[src/rtl/memory2.sv]
// memory2: second memory pipeline stage. It registers the memory1 bundle,
// waits for the dcache read response of an outstanding load, holds that
// response while writeback is stalled, then aligns and extends the load
// data. It also drives a forward request and passes exceptions on to writeback.

package cpu_defs_pkg;

    typedef enum logic [1:0] {
        BYTE      = 2'd0,
        HALF_WORD = 2'd1,
        WORD      = 2'd2
    } byte_type_e;

    typedef struct packed {
        logic        valid;
        logic [31:0] pc;
        logic [31:0] ex_out;
        logic        is_mem;
        logic        is_store;
        logic        is_signed;
        byte_type_e  byte_type;
        logic [1:0]  byte_en;
        logic        is_wr_rd;
        logic        is_wr_rd_pc_plus4;
        logic [31:0] pc_plus4;
        logic [4:0]  rd;
        logic        dcache_req;
    } memory1_memory2_pass_t;

    typedef struct packed {
        logic        valid;
        logic [5:0]  ecode;
        logic [8:0]  esubcode;
        logic [31:0] badv;
    } excp_pass_t;

    typedef struct packed {
        logic        valid;
        logic [4:0]  idx;
        logic        data_valid;
        logic [31:0] data;
    } forward_req_t;

    typedef struct packed {
        logic        valid;
        logic [31:0] pc;
        logic [4:0]  rd;
        logic        is_wr_rd;
        logic [31:0] wb_data;
    } memory2_writeback_pass_t;

    // IDLE: no response pending; WAIT: load waiting for dcache data;
    // HELD: data captured while writeback stalls; DROP: flushed load whose
    // response must still be swallowed.
    typedef enum logic [1:0] {
        ST_IDLE = 2'd0,
        ST_WAIT = 2'd1,
        ST_HELD = 2'd2,
        ST_DROP = 2'd3
    } mem2_st_e;

endpackage

module memory2
    import cpu_defs_pkg::*;
(
    input  logic                    clk,
    input  logic                    rst,
    input  logic                    flush_i,
    input  logic                    stall_i,
    output logic                    stall_o,
    input  memory1_memory2_pass_t   pass_in,
    input  excp_pass_t              excp_pass_in,
    input  logic                    dcache_data_valid,
    input  logic [31:0]             dcache_rd_data,
    output forward_req_t            fwd_req,
    output memory2_writeback_pass_t pass_out,
    output excp_pass_t              excp_pass_out
);

    // Handshake: an instruction moves from pass_in into r on every clock
    // where stall_o is low (or a flush forces the load); pass_out.valid marks
    // the single cycle in which writeback takes the instruction held in r.

    memory1_memory2_pass_t r_q, r_d;
    excp_pass_t            excp_q, excp_d;
    mem2_st_e              st_q, st_d;
    logic [31:0]           hold_data_q, hold_data_d;

    logic        load;
    logic        data_rdy;
    logic        r_en;
    logic        pass_valid;
    logic [31:0] raw;
    logic [31:0] ext;
    logic [31:0] wb_data;
    logic [7:0]  sel_byte;
    logic [15:0] sel_half;

    // A real load is one that reached the dcache and carries no exception.
    assign load = r_q.valid & r_q.dcache_req & r_q.is_mem & ~r_q.is_store & ~excp_q.valid;

    // Output decode: readiness of load data and the upstream stall.
    always_comb begin
        data_rdy = (st_q == ST_HELD) |
                   (load & dcache_data_valid & (st_q != ST_DROP));
        stall_o  = stall_i | (load & ~data_rdy) | (st_q == ST_DROP);
        r_en     = ~stall_o | flush_i;
    end

    // Input register next value: take the upstream bundle when allowed.
    always_comb begin
        r_d    = r_q;
        excp_d = excp_q;
        if (r_en) begin
            r_d    = pass_in;
            excp_d = excp_pass_in;
        end
    end

    // Next-state logic for the dcache response tracker.
    always_comb begin
        st_d = st_q;
        case (st_q)
            ST_IDLE: begin
                if (load && !dcache_data_valid) begin
                    // A flushed load still has a response on its way.
                    st_d = flush_i ? ST_DROP : ST_WAIT;
                end else if (load && dcache_data_valid && stall_i && !flush_i) begin
                    st_d = ST_HELD;
                end
            end
            ST_WAIT: begin
                if (dcache_data_valid) begin
                    // Data arriving with a flush is simply dropped here.
                    st_d = (stall_i && !flush_i) ? ST_HELD : ST_IDLE;
                end else if (flush_i) begin
                    st_d = ST_DROP;
                end
            end
            ST_HELD: begin
                if (flush_i || !stall_i) begin
                    st_d = ST_IDLE;
                end
            end
            ST_DROP: begin
                if (dcache_data_valid) begin
                    st_d = ST_IDLE;
                end
            end
            default: st_d = ST_IDLE;
        endcase
    end

    // Hold buffer: capture the response only when writeback is stalled and
    // never overwrite data that is already held.
    always_comb begin
        hold_data_d = hold_data_q;
        if (load && dcache_data_valid && stall_i &&
            (st_q != ST_HELD) && (st_q != ST_DROP)) begin
            hold_data_d = dcache_rd_data;
        end
    end

    // State register, input register and hold buffer.
    always_ff @(posedge clk) begin
        if (rst) begin
            r_q         <= '0;
            excp_q      <= '0;
            st_q        <= ST_IDLE;
            hold_data_q <= '0;
        end else begin
            r_q         <= r_d;
            excp_q      <= excp_d;
            st_q        <= st_d;
            hold_data_q <= hold_data_d;
        end
    end

    // Load alignment and sign/zero extension.
    always_comb begin
        raw = (st_q == ST_HELD) ? hold_data_q : dcache_rd_data;
        case (r_q.byte_en)
            2'd0:    sel_byte = raw[7:0];
            2'd1:    sel_byte = raw[15:8];
            2'd2:    sel_byte = raw[23:16];
            default: sel_byte = raw[31:24];
        endcase
        sel_half = r_q.byte_en[1] ? raw[31:16] : raw[15:0];
        case (r_q.byte_type)
            BYTE:      ext = {{24{r_q.is_signed & sel_byte[7]}}, sel_byte};
            HALF_WORD: ext = {{16{r_q.is_signed & sel_half[15]}}, sel_half};
            default:   ext = raw;
        endcase
    end

    // Writeback data select.
    always_comb begin
        if (r_q.is_wr_rd_pc_plus4) begin
            wb_data = r_q.pc_plus4;
        end else if (load) begin
            wb_data = ext;
        end else begin
            wb_data = r_q.ex_out;
        end
    end

    // Output bundles toward writeback and the forwarding logic.
    always_comb begin
        pass_valid = r_q.valid & ~stall_o & ~flush_i;

        pass_out          = '0;
        pass_out.valid    = pass_valid;
        pass_out.pc       = r_q.pc;
        pass_out.rd       = r_q.rd;
        pass_out.is_wr_rd = r_q.is_wr_rd;
        pass_out.wb_data  = wb_data;

        excp_pass_out       = excp_q;
        excp_pass_out.valid = excp_q.valid & pass_valid;

        fwd_req            = '0;
        fwd_req.valid      = r_q.valid & r_q.is_wr_rd & (r_q.rd != 5'd0) & ~excp_q.valid;
        fwd_req.idx        = r_q.rd;
        fwd_req.data_valid = ~load | data_rdy;
        fwd_req.data       = wb_data;
    end

endmodule
[config.mk]
export PLATFORM = sky130hd
export DESIGN_NAME = memory2
export DESIGN_NICKNAME = d
export VERILOG_FILES = /design/src/rtl/memory2.sv
export SDC_FILE = /design/constraint.sdc
export NUM_CORES = 1
export LEC_CHECK = 0
export BUFFER_PORTS_ARGS = -buffer_cell sky130_fd_sc_hd__buf_2
export CORE_MARGIN = 2
export CORE_UTILIZATION = 53
export CTS_BUF_LIST = sky130_fd_sc_hd__clkbuf_2 sky130_fd_sc_hd__clkbuf_4 sky130_fd_sc_hd__clkbuf_8
export CTS_CLUSTER_DIAMETER = 50
export DETAILED_ROUTE_END_ITERATION = 8
export GPL_TIMING_DRIVEN = 0
export PLACE_DENSITY_LB_ADDON = 0.25
export SYNTH_ARGS = -nofsm -noshare
export SYNTH_HDL_FRONTEND = slang
export SYNTH_SLANG_ARGS = --single-unit
[constraint.sdc]
create_clock -name clk -period 2.4 [get_ports clk]
set_input_delay 0.24 -clock clk [delete_from_list [all_inputs] [get_ports clk]]
set_output_delay 0.24 -clock clk [all_outputs]
set_load 0.03 [all_outputs]
==> flow_metrics.env <==
export IMPL_fillCellCount=1411
export IMPL_crit_path_top_delay_cell="or3b_1"
export IMPL_num_rows=53
export IMPL_yosysTopAreaCell="dfxtp_1"
export IMPL_async_flop_share=0
export IMPL_cp_max_fo=7
export IMPL_synth_edff_count=0
export IMPL_p_clk_frac=0.270
export IMPL_crit_chain="or3b_1 -> buf_6 -> or3_4 -> a21oi_4 -> buf_12 -> buf_4 -> a31oi_4 -> buf_6 -> buf_6"
export IMPL_synth_flop_cell="dfxtp_1"
export IMPL_p_sw_w=0.002799
export IMPL_final_antenna_net_count=0
export IMPL_met2_usage=0.5466
export IMPL_ys_ff_latch=194
export IMPL_syn_cell_area_um2=11250
export IMPL_wire_per_inst_um=19.26
export IMPL_cts_tree="done"
export IMPL_start_kind="register"
export IMPL_initialDrtViolationCount=639
export IMPL_drv_slew=0
export IMPL_tightestPinTransition_ns=0.7281
export IMPL_synthTopCellsByCount="323 x nand2b_1, 194 x dfxtp_1, 175 x mux2i_1"
export IMPL_sw_frac_of_total=0.3349
export IMPL_crit_family="simple AND/OR/NAND/NOR gates"
export IMPL_setup_ws_ns=-0.4666
export IMPL_hold_path_class="primary input to register"
export IMPL_grt_max_degree=19
export IMPL_routed_wl_um=39030
export IMPL_grt_setup_unrepaired="yes"
export IMPL_place_gp_congestion=0.9214
export IMPL_intPower_w=0.005559
export IMPL_die_w_um=149.7
export IMPL_first_global_vias=10610
export IMPL_crit_path_max_incr_delay_ns=0.38
export IMPL_cp_common_cell="buf_6"
export IMPL_vias_per_cell=5.448
export IMPL_endpoint_kind="primary output"
export IMPL_worst_setup_path_type="register to primary output"
export IMPL_placed_area_um2=13650
export IMPL_synth_avg_cell_area_um2=8.854
export IMPL_fin_area_um2=16470
export IMPL_cts_buffer_depth=2
export IMPL_grt_ovfl_total=0
export IMPL_busiest_layer="met2"
export IMPL_vias=11040
export IMPL_comb_power_share=0.307
export IMPL_yosysTopAreaCellShare=0.3451
export IMPL_leakage_nw=7.075
export IMPL_crit_buf_inv=5
export IMPL_root_buffer="clkbuf_8"
export IMPL_synth_cell_types=48
export IMPL_grt_pass1_wl_um=55460
export IMPL_core_area_um2=20960
export IMPL_htreeDepth=4
export IMPL_die_area_um2=22410
export IMPL_finalCritPeriodShare=1.194
export IMPL_drive_gt1_frac=0.4121
export IMPL_synth_seq_area_share=0.3451
export IMPL_nNetsFinal=1931
export IMPL_dr_pass1_iters=7
export IMPL_max_slew_margin=0.5146
export IMPL_antenna_found_initial=4
export IMPL_setup_violations=228
export IMPL_seq_area_um2=3891
export IMPL_tns_ns=-56.37
export IMPL_sequentialPowerShare=0.423
export IMPL_multi_input_area_um2=6646
export IMPL_syn_nets=1468
export IMPL_critPathArrivalTime_ns=2.63
export IMPL_finalHoldViolations=0
export IMPL_min_period_ns=2.867
export IMPL_drv_cap=0
export IMPL_ios=356
export IMPL_outcome="finished with violations"
export IMPL_syn_to_final_growth_pct=46.35
export IMPL_regToRegSetupSlack_ns=-0.30
export IMPL_port_buffers=354
export IMPL_grt_total_usage=0.3184
export IMPL_die_h_um=149.7
export IMPL_cts_num_sinks=194
export IMPL_power_per_cell_area_nw_per_um2=507.5
export IMPL_grt_use_met1=0.3710
export IMPL_cts_buffers=17
export IMPL_crit_required_ns=2.16
export IMPL_syn_inst=1271
export IMPL_start_util=0.5370
export IMPL_fmax_ghz=0.3488
export IMPL_skew_ns=0.01914
export IMPL_peakVddDrop_mv=0.3674
export IMPL_violations="setup timing"
export IMPL_route_detailed_drc=0
export IMPL_yosysMostFrequentCell="nand2b_1"
export IMPL_dpl_hpwl_um=26240
export IMPL_cts_clk_slew_worst_paths_ns=0.12
export IMPL_synthTopCellsByArea="dfxtp_1 35%, nand2b_1 18%, mux2i_1 16%, buf_4 8.7%, nand2_1 3.8%"
export IMPL_synth_warnings=0
export IMPL_grt_met3_usage=0.07805
export IMPL_insertion_delay_ns=0.48
sequential cells by signal, summed over array words and instances, names as in the netlist:
signal and flops:
hold_data_q 32, excp_pass_out 47, pass_out 33, excp_q 1, st_q 2, r_q 74
fwd_req 5
per-layer routing:
layer | share of wire | vias to the layer above | wire length [um]
met3 | 0.082 | 147 | 3199
met1 | 0.38 | 5181 | 14830
met5 | 0.00033 | - | 13
met2 | 0.49 | 596 | 19040
li1 | - | 5111 | -
met4 | 0.050 | 2 | 1939
power groups by stage:
stage,Clock [W],Combinational [W],Sequential [W]
detailed placement,0,0.00202,0.00359
global route,0.00239,0.00269,0.00355
CTS,0.00226,0.00230,0.00353
floorplan,0,0.00142,0.00355
global placement,0,0.00199,0.00358
finish,0.00226,0.00256,0.00354
tightest hold or removal path, stage by stage:
cell     delay (ns)
buf_2          0.11
nand2_1        0.05
a21oi_1        0.05
timing repair:
action                                  CTS  global route
setup buffers                            25            17
hold endpoints to repair                 37             2
endpoints found under the setup margin   82           210
pin swaps                                30            31
hold buffers                             37             2
resized for setup                       209           120
cloned                                    3            16
area by class of cell:
type	count	share of cell area
Tap cell	275	0.02089
Clock inverter	13	0.008737
Clock buffer	19	0.01588
Sequential cell	194	0.2363
Buffer	214	0.1053
Multi-Input combinational cell	854	0.4036
Inverter	2	0.0005318
Antenna cell	4	0.0006078
Timing Repair Buffer	451	0.2082
final timing paths:
kind,cells past startpoint,from,to
setup reg to reg,12,r_q[45],excp_pass_out[13]
hold / removal,3,dcache_rd_data[20],hold_data_q[20]
hold reg to reg,2,hold_data_q[14],hold_data_q[14]
setup / recovery,9,r_q[45],pass_out[20]
cell usage in the layout (no fill, tap or decap), types with 9 or more instances in the layout:
master         instances
dfxtp_1              188
mux2_2                24
nand2_1              112
a211oi_1              11
clkbuf_16             14
buf_2                291
o21ai_0               13
a31oi_4               20
a21oi_1               33
buf_6                 93
clkbuf_8              22
and3b_1               14
dlygate4sd3_1         39
nand2b_1             322
buf_4                130
clkbuf_2               9
buf_12                27
clkbuf_1              47
o22ai_1               16
mux2i_1              170
through the flow:
step / std cells / util / total power, W / setup slack (ns) / hold WS [ns]
2_1_floorplan: 1271 / - / 0.004972 / -0.04709 / 0.3193
3_3_place_gp: 1900 / 0.6515 / 0.005575 / -0.4841 / 0.4403
3_5_place_dp: 1900 / 0.6515 / 0.005609 / -0.5550 / 0.4493
4_1_cts: 1992 / 0.7342 / 0.008085 / -0.4780 / 0.00005068
5_1_grt: 2024 / 0.7857 / 0.008637 / -0.5474 / -0.002608
6_report: 2026 / 0.7859 / 0.008358 / -0.4666 / 0.006156
logic make-up (layout without fill, tap and decap cells):
logic type / Yosys count / after routing / synth area share
simple gates: 488 / 490 / 0.2481
buf+inv: 225 / 699 / 0.1265
mux: 199 / 199 / 0.1797
flops: 194 / 194 / 0.3451
compound gates: 165 / 165 / 0.1006
other cells: 0 / 4 / 0
(Power assumes the default switching activity.)
